File: config.mk
export PLATFORM = sky130hd
export DESIGN_NAME = quadc_bringup_ctrl
export DESIGN_NICKNAME = d
export VERILOG_FILES = /design/src/rtl/quadc_bringup_ctrl.sv
export SDC_FILE = /design/constraint.sdc
export NUM_CORES = 1
export LEC_CHECK = 0
export ABC_AREA = 1
export ABC_CLOCK_PERIOD_IN_PS = 2400
export CAP_MARGIN = 5
export CORE_MARGIN = 4
export CORE_UTILIZATION = 60
export CTS_CLUSTER_SIZE = 40
export DETAILED_ROUTE_END_ITERATION = 6
export GPL_TIMING_DRIVEN = 0
export PLACE_DENSITY = 0.8
export SLEW_MARGIN = 20
export SYNTH_ARGS = -nofsm -noshare
export SYNTH_HDL_FRONTEND = slang
export SYNTH_SLANG_ARGS = --single-unit
export TNS_END_PERCENT = 5
File: constraint.sdc
create_clock -name user_clk -period 2.4 [get_ports user_clk]
set_input_delay 0.36 -clock user_clk [delete_from_list [all_inputs] [get_ports user_clk]]
set_output_delay 0.36 -clock user_clk [all_outputs]
set_load 0.02 [all_outputs]
File: src/rtl/quadc_bringup_ctrl.sv
// Bring-up and supervision sequencer for the quad-ADC capture interface (DCM reset, lock, settle, FIFO reset, run).
// Optional RUN stall watchdog is built when QUADC_CTRL_STALL_DETECT_EN is defined.
module quadc_bringup_ctrl #(
    parameter int DCM_RST_CYCLES = 16,
    parameter int LOCK_TIMEOUT   = 65536,
    parameter int SETTLE_CYCLES  = 1024,
    parameter int IF_RST_CYCLES  = 8,
    parameter int VALID_TIMEOUT  = 256,
    parameter int STALL_CYCLES   = 64,
    parameter int MAX_RETRIES    = 3
) (
    input  logic       user_clk,
    input  logic       reset_n,
    input  logic       enable,
    input  logic       dcm_locked,
    input  logic       adc_valid,
    input  logic       clear_error,
    output logic       dcm_reset,
    output logic       if_reset,
    output logic       ready,
    output logic       error,
    output logic [3:0] retry_count,
    output logic [2:0] state
);
    localparam int CW = 24;

    typedef enum logic [2:0] {
        ST_IDLE       = 3'd0,
        ST_DCM_RST    = 3'd1,
        ST_WAIT_LOCK  = 3'd2,
        ST_SETTLE     = 3'd3,
        ST_IF_RST     = 3'd4,
        ST_WAIT_VALID = 3'd5,
        ST_RUN        = 3'd6,
        ST_FAIL       = 3'd7
    } state_t;

    state_t        state_q, state_d, norm_next_s;
    logic [CW-1:0] cnt_q, cnt_d;
    logic [3:0]    retry_q, retry_d, retry_inc_s;
    logic [1:0]    rst_sync_q;
    logic [1:0]    lock_sync_q;
    logic          rst_int_n, lock_s, expired_s, retry_hit_s, abort_s;
    logic          dcm_reset_q, if_reset_q, ready_q, error_q;

`ifdef QUADC_CTRL_STALL_DETECT_EN
    localparam int SW = (STALL_CYCLES > 1) ? $clog2(STALL_CYCLES) : 1;
    logic [SW-1:0] stall_q, stall_d;
`endif

    // Per-state dwell: loading N-1 and leaving when the counter reads zero gives exactly N cycles.
    function automatic logic [CW-1:0] load_value(input state_t s);
        case (s)
            ST_DCM_RST:    return CW'(DCM_RST_CYCLES - 1);
            ST_WAIT_LOCK:  return CW'(LOCK_TIMEOUT - 1);
            ST_SETTLE:     return CW'(SETTLE_CYCLES - 1);
            ST_IF_RST:     return CW'(IF_RST_CYCLES - 1);
            ST_WAIT_VALID: return CW'(VALID_TIMEOUT - 1);
            default:       return {CW{1'b0}};
        endcase
    endfunction

    assign rst_int_n   = rst_sync_q[1];
    assign lock_s      = lock_sync_q[1];
    assign expired_s   = (cnt_q == {CW{1'b0}});
    assign retry_inc_s = (retry_q == 4'd15) ? 4'd15 : retry_q + 4'd1;
    assign abort_s     = (state_q != ST_FAIL) && !enable;

    // Reset bridge: asserts asynchronously, releases two edges after reset_n rises.
    always_ff @(posedge user_clk or negedge reset_n) begin
        if (!reset_n) begin
            rst_sync_q <= 2'b00;
        end else begin
            rst_sync_q <= {rst_sync_q[0], 1'b1};
        end
    end

    // Two-flop resynchronizer for the DCM lock coming from the ADC clock domain.
    always_ff @(posedge user_clk or negedge rst_int_n) begin
        if (!rst_int_n) begin
            lock_sync_q <= 2'b00;
        end else begin
            lock_sync_q <= {lock_sync_q[0], dcm_locked};
        end
    end

    // Per-state transition rules, ignoring enable abort; a failed attempt raises retry_hit_s.
    always_comb begin
        norm_next_s = state_q;
        retry_hit_s = 1'b0;
        case (state_q)
            ST_IDLE: begin
                if (enable) norm_next_s = ST_DCM_RST;
                else        norm_next_s = ST_IDLE;
            end
            ST_DCM_RST: begin
                if (expired_s) norm_next_s = ST_WAIT_LOCK;
                else           norm_next_s = ST_DCM_RST;
            end
            ST_WAIT_LOCK: begin
                if (lock_s)         norm_next_s = ST_SETTLE;
                else if (expired_s) retry_hit_s = 1'b1;
                else                norm_next_s = ST_WAIT_LOCK;
            end
            ST_SETTLE: begin
                // Lock loss beats a coincident dwell expiry.
                if (!lock_s)        retry_hit_s = 1'b1;
                else if (expired_s) norm_next_s = ST_IF_RST;
                else                norm_next_s = ST_SETTLE;
            end
            ST_IF_RST: begin
                if (expired_s) norm_next_s = ST_WAIT_VALID;
                else           norm_next_s = ST_IF_RST;
            end
            ST_WAIT_VALID: begin
                if (adc_valid)      norm_next_s = ST_RUN;
                else if (expired_s) retry_hit_s = 1'b1;
                else                norm_next_s = ST_WAIT_VALID;
            end
            ST_RUN: begin
                if (!lock_s) retry_hit_s = 1'b1;
`ifdef QUADC_CTRL_STALL_DETECT_EN
                else if (!adc_valid && (stall_q == SW'(STALL_CYCLES - 1))) retry_hit_s = 1'b1;
`endif
                else norm_next_s = ST_RUN;
            end
            ST_FAIL: begin
                if (clear_error) norm_next_s = ST_IDLE;
                else             norm_next_s = ST_FAIL;
            end
            default: norm_next_s = ST_IDLE;
        endcase
    end

    // Final next state with enable abort and retry accounting, plus dwell counter reload.
    always_comb begin
        state_d = norm_next_s;
        retry_d = retry_q;
        if (abort_s) begin
            state_d = ST_IDLE;
            retry_d = retry_q;
        end else if (retry_hit_s) begin
            retry_d = retry_inc_s;
            if ({28'd0, retry_inc_s} >= 32'(MAX_RETRIES)) state_d = ST_FAIL;
            else                                          state_d = ST_DCM_RST;
        end else if (state_q == ST_IDLE && enable) begin
            retry_d = 4'd0;
        end else begin
            retry_d = retry_q;
        end

        if (state_d != state_q) cnt_d = load_value(state_d);
        else if (expired_s)     cnt_d = cnt_q;
        else                    cnt_d = cnt_q - CW'(1);
    end

`ifdef QUADC_CTRL_STALL_DETECT_EN
    // Consecutive valid-low count while staying in RUN.
    always_comb begin
        stall_d = {SW{1'b0}};
        if (state_q == ST_RUN && state_d == ST_RUN && !adc_valid) stall_d = stall_q + SW'(1);
        else                                                      stall_d = {SW{1'b0}};
    end

    // Stall counter register.
    always_ff @(posedge user_clk or negedge rst_int_n) begin
        if (!rst_int_n) stall_q <= {SW{1'b0}};
        else            stall_q <= stall_d;
    end
`endif

    // State, counter, retry and decoded output registers.
    always_ff @(posedge user_clk or negedge rst_int_n) begin
        if (!rst_int_n) begin
            state_q     <= ST_IDLE;
            cnt_q       <= {CW{1'b0}};
            retry_q     <= 4'd0;
            dcm_reset_q <= 1'b1;
            if_reset_q  <= 1'b1;
            ready_q     <= 1'b0;
            error_q     <= 1'b0;
        end else begin
            state_q     <= state_d;
            cnt_q       <= cnt_d;
            retry_q     <= retry_d;
            dcm_reset_q <= (state_d == ST_IDLE) || (state_d == ST_DCM_RST) || (state_d == ST_FAIL);
            if_reset_q  <= !((state_d == ST_WAIT_VALID) || (state_d == ST_RUN));
            ready_q     <= (state_d == ST_RUN);
            error_q     <= (state_d == ST_FAIL);
        end
    end

    assign dcm_reset   = dcm_reset_q;
    assign if_reset    = if_reset_q;
    assign ready       = ready_q;
    assign error       = error_q;
    assign retry_count = retry_q;
    assign state       = state_q;
endmodule

### After elaboration in Yosys (flattened, before gate mapping)

Cells that the tools add are included.

* bits in registers: 39
* bits of input ports: 6
* output and inout port bits: 11
* word-level logic and storage cells: 70

* add/sub/neg operators: 2
* order comparisons: 1
* equality and inequality tests: 18
* mux-type cells: 26
* bitwise operators: 1
* reduce and logical (&&, ||, !) cells: 13

Operators by type and width (count)
* $pmux W16 S5: 1
* $mux W24: 2
* $mux W3: 11
* $eq A3 B3 Y1 const B: 8
* $logic_not A24 Y1: 1
* $pmux W3 S8: 1
* $sub A24 B1 Y24 const B: 1
* $eq A3 B2 Y1 const B: 4
* $mux W4: 3
* $eq A3 B1 Y1 const B: 2
* $logic_not A3 Y1: 2
* $mux W1: 6
* $add A4 B1 Y4 const B: 1
* $eq A4 B4 Y1 const B: 1
* $ge A4 B2 Y1 const B: 1
* $logic_or A1 B1 Y1: 3
* $ne A3 B3 Y1: 1
* $ne A3 B3 Y1 const B: 1
* $pmux W1 S3: 1
* $logic_and A1 B1 Y1: 2
* $logic_not A1 Y1: 2
* $mux W2: 1
* $ne A2 B1 Y1 const B: 1
* $reduce_and A2 Y1: 1
* 3 further kinds: 3

### Logic depth before layout (Yosys ltp)

* depth after elaboration: 9
* depth in mapped cells: 17
* gate-level depth less buffers: 17

### Worst setup path after synthesis

OpenSTA, ideal clock, no wires.

* path kind: register to register
* start: register cnt_q[0]
* end: register cnt_q[10]
* library setup time: 0.127 ns
* arrival: 2.056 ns
* data required time: 2.273 ns
* slack: 0.217 ns
* cell stages (with the launch flop): 17
* path buffers: 1
* clock period less this slack: 2.183 ns
* cells stage by stage: dfrtp_1 -> inv_1 -> ha_1 -> nand2_4 -> nor2_8 -> nand3_4 -> nor2_4 -> nor2_4 -> nand2_2 -> nand2_4 -> nand3_1 -> nand3_4 -> nor2_8 -> nand2_4 -> inv_4 -> buf_6 -> a21oi_1

* longest elaborated chain between the ends: 9
* elaborated cells between the ends (all ways): 27
* classes of those cells: add/sub (1); eq/ne (7); mux (18); reduce/logical (1)

RTL lines
* from (decl): line 39 `logic [CW-1:0] cnt_q, cnt_d;`
* from (signal assigned): line 176 `cnt_q <= {CW{1'b0}};`
* from (signal assigned): line 184 `cnt_q <= cnt_d;`
* $logic_not A24 Y1: line 65 `assign expired_s = (cnt_q == {CW{1'b0}});`
* $mux W3 (tied with other cells): line 117 `else if (expired_s) retry_hit_s = 1'b1;`
* $mux W3 (tied with other cells): line 116 `if (adc_valid) norm_next_s = ST_RUN;`
* $pmux W3 S8 or $pmux W1 S3 (tied branches): line 91 `case (state_q)`
* $mux W3: line 142 `end else if (retry_hit_s) begin`
* $mux W3: line 139 `if (abort_s) begin`
* $eq A3 B3 Y1 (tied with other cells): line 53 `case (s)`
* $pmux W16 S5: line 53
* $mux W24: line 152 `if (state_d != state_q) cnt_d = load_value(state_d);`

Parallel ways exist; a longest one is shown, timed or not. The select of a mux whose other input is x is not followed.
A chain may end at the register's enable or synchronous reset.

### Final worst setup path

* start: register cnt_q[0]
* end: register cnt_q[5]

The elaborated chain is that of the path after synthesis.

==> impl_metrics.tcl <==
set metrics [dict create \
    status "finished clean" \
    start_kind "register" \
    dp_hpwl_um 3550 \
    yosysWarnings 0 \
    synth_top_family_by_area "simple AND/OR/NAND/NOR gates" \
    chipWidth_um 71.8 \
    crit_path_start "cnt_q[0]" \
    fp-row-count 22 \
    pwr-share-comb_pct 60.0 \
    p_leak_uw 0.00146 \
    crit_fanout 8 \
    cpMostUsedCell "nand2_4" \
    grt_max_degree 25 \
    start_util_pct 64.2 \
    endpoint_kind "register" \
    drc 0 \
    synth_area_leaders "dfrtp_1 38%, nand2_1 10%, nor2_1 5.4%, xnor2_1 5.0%, nand3_1 3.9%" \
    cts_root_buffer "clkbuf_8" \
    synthCells 299 \
    clockBufferDepth 2 \
    p_sw_uw 1630 \
    slew_violations 0 \
    netlist-cell-type-count 34 \
    gr-total-overflow 0 \
    fin_skew_ps 8.68 \
    setup_violations 0 \
    syn_area_um2 2440 \
    p_total_uw 3580 \
    fillers 256 \
    internal-power_uw 1940 \
    synth-xor-area-share_pct 7.90 \
    worst_slack_ps 100 \
    instances_no_fill 388 \
    gp_congestion 0.928 \
    avgSynthCellArea_um2 8.16 \
    ys_ff_latch 39 \
    core_um2 3800 \
    ioPinCount 17 \
    slowest_stage "dfrtp_1" \
    totalWireLength_um 5190 \
    die-area_um2 5150 \
    grt_usage_pct 20.8 \
    max_freq_ghz 0.435 \
    cts_max_level 2 \
    die_h_um 71.8 \
    p_seq_share_pct 28.2 \
    power_density_nw_per_um2 1200 \
    cts_buffers 5 \
    maxCapViolations 0 \
    drtIter0Drc 117 \
    port-buffer-count 16 \
    arrival_ps 2490 \
    areaGrowthSynthToFinish_pct 21.8 \
    wl_per_cell_um 13.4 \
    cp.required_ps 2590 \
    synth_top_area_share_pct 38.0 \
    place_inst 364 \
    worstPathCellList "inv_2 -> ha_4 -> nand2_4 -> nor2_8 -> nand3_4 -> nor2_4 -> nor2_4 -> nand2_2 -> nand2_4 -> nand3_1 -> nand3_4 -> nor2_8 -> nand2_4 -> inv_8 -> clkbuf_16 -> a21oi_2" \
    drive_above_1_share_pct 25.6 \
    yosys.area_share.simple_pct 37.2 \
    regArea_um2 981 \
    clk_latency_ps 290 \
    synth_top_area_cell "dfrtp_1" \
    num_vias 2073 \
    r2r-start "cnt_q[0]" \
    p_sw_share_pct 45.7 \
    post-route-period-util_pct 95.8 \
    ys_seq_area_share_pct 40.1 \
    critical-path-max-stage-delay_ps 420 \
    multi_input_area_um2 1340 \
    crit_type "reg -> reg" \
    diodes 0 \
    pwr-share-clk_pct 11.8 \
    rsz0062_at_grt "yes" \
    hp-class "reg -> async" \
    fin_crit_ps 2300 \
    synthMuxAreaShare_pct 0 \
    firstDrtPassIters 4 \
    cts_tree "built" \
    final_hold_viol_count 0 \
    ant_nets 0 \
    clock-sinks 39 \
    clk_pin_slew_ps 80 \
    ir_drop_mv 0.573 \
    synth-compound-area-share_pct 6.82 \
    synthAdderAreaFrac_pct 1.03 \
    grt_pass1_wl_um 8580 \
    antenna_found_initial 0 \
    vias_per_cell 5.34 \
    final_nets 347 \
    place_ws_ps -205 \
    synth_nets 307 \
    first_global_vias 1995 \
]
## cell usage after synthesis
master    instances
xnor2_1          14
nor2_8            2
dfrtp_1          37
inv_2             4
inv_4             1
dfstp_2           2
nor3_1            9
nand3_4           2
nand3_1          19
o31ai_1           2
nand3_2           2
clkinv_2          1
o21bai_1          1
a21oi_4           1
nand2_4           4
a21oi_2           6
buf_4             3
xor2_1            8
or2_2             2
nor2_2            4
nand4_1           9
ha_1              2
nor2_4            6
buf_6             2
nor2_1           35
o21ai_1           1
nand3b_1          1
a21oi_1          10
conb_1            1
inv_1            25
nor4_1            1
o21ai_0           4
nand2_2          11
nand2_1          67
## power groups by stage
stage	registers, uW	logic [uW]	clock network, uW
final	1010	2140	423
after global routing	1030	2380	468
after CTS	1010	1970	434
after detailed placement	1020	1880	0
after global placement	1020	1820	0
after floorplan	1000	1550	0
## worst max-delay path, delay by kind of cell (launching register included)
family / cells / cell delay [ps]
buf+inv: 3 / 320
flops: 1 / 420
simple gates: 11 / 1270
fa+ha+maj: 1 / 160
compound gates: 1 / 30
## registers in the layout, summed over array words and instances (netlist names)
signal	flops
cnt_q	24
retry_count	4
state	3
lock_sync_q	2
rst_sync_q	2
dcm_reset	1
error	1
if_reset	1
ready	1
## cells by family after synthesis
logic type | Yosys count
AOI/OAI and AO/OA | 25
xor gates and xnor gates | 22
adders and majority gates | 2
buffers and inverters | 36
DFF | 39
other | 1
and+or+nand+nor | 174
## cell usage in the layout (no fill, tap or decap), drive strengths merged, types with 5 or more instances in the layout
cell	instances
o21ai	5
buf	21
nand3	23
a21oi	17
xor2	8
inv	30
xnor2	14
nor3	9
nor2	47
nand4	9
clkbuf	8
dfrtp	37
nand2	82
clkdlybuf4s50	16
## metrics by stage
| step | hold WS (ps) | area [um2] | util, % | TNS [ps] |
|---|---|---|---|---|
| 4_1_cts | 189 | 2800 | 73.6 | 0 |
| 5_1_grt | 207 | 2970 | 78.2 | -465 |
| 3_3_place_gp | 333 | 2660 | 70.0 | -2030 |
| 3_5_place_dp | 184 | 2690 | 70.8 | -3020 |
| 2_1_floorplan | 64.4 | 2440 | - | 0 |
| 6_report | 179 | 2970 | 78.2 | 0 |
## worst paths after layout
check | end | slack [ps] | cells past startpoint
max | cnt_q[5] | 100 | 16
min | error | 180 | 0
max reg2reg | cnt_q[5] | 100 | 16
min reg2reg | error | 180 | 0
max in group asynchronous | if_reset | 1720 | 1
min in group user_clk | rst_sync_q[1] | 360 | 0
## what timing repair did
action,CTS,global route
hold buffers,0,0
setup buffers,2,13
endpoints found under the setup margin,15,24
cloned,0,1
pin swaps,2,7
resized for setup,2,16
hold endpoints to repair,0,0
## per-layer routing
metal	GRT usage, %	vias up	part of all wire, %
li1	-	1039	-
met1	26.3	957	43
met2	33.8	62	50
met3	4.35	15	4.7
met4	10.4	0	2.3
met5	0	-	0
## area by class of cell
cell class / instances / share of cell area [%]
Multi-Input combinational cell: 224 / 45.3
Sequential cell: 39 / 33.0
Timing Repair Buffer: 33 / 11.0
Inverter: 31 / 4.21
Clock buffer: 7 / 2.57
Tap cell: 48 / 2.02
Buffer: 5 / 1.77
Clock inverter: 1 / 0.169
No activity file was read; power rests on OpenSTA's default activity.
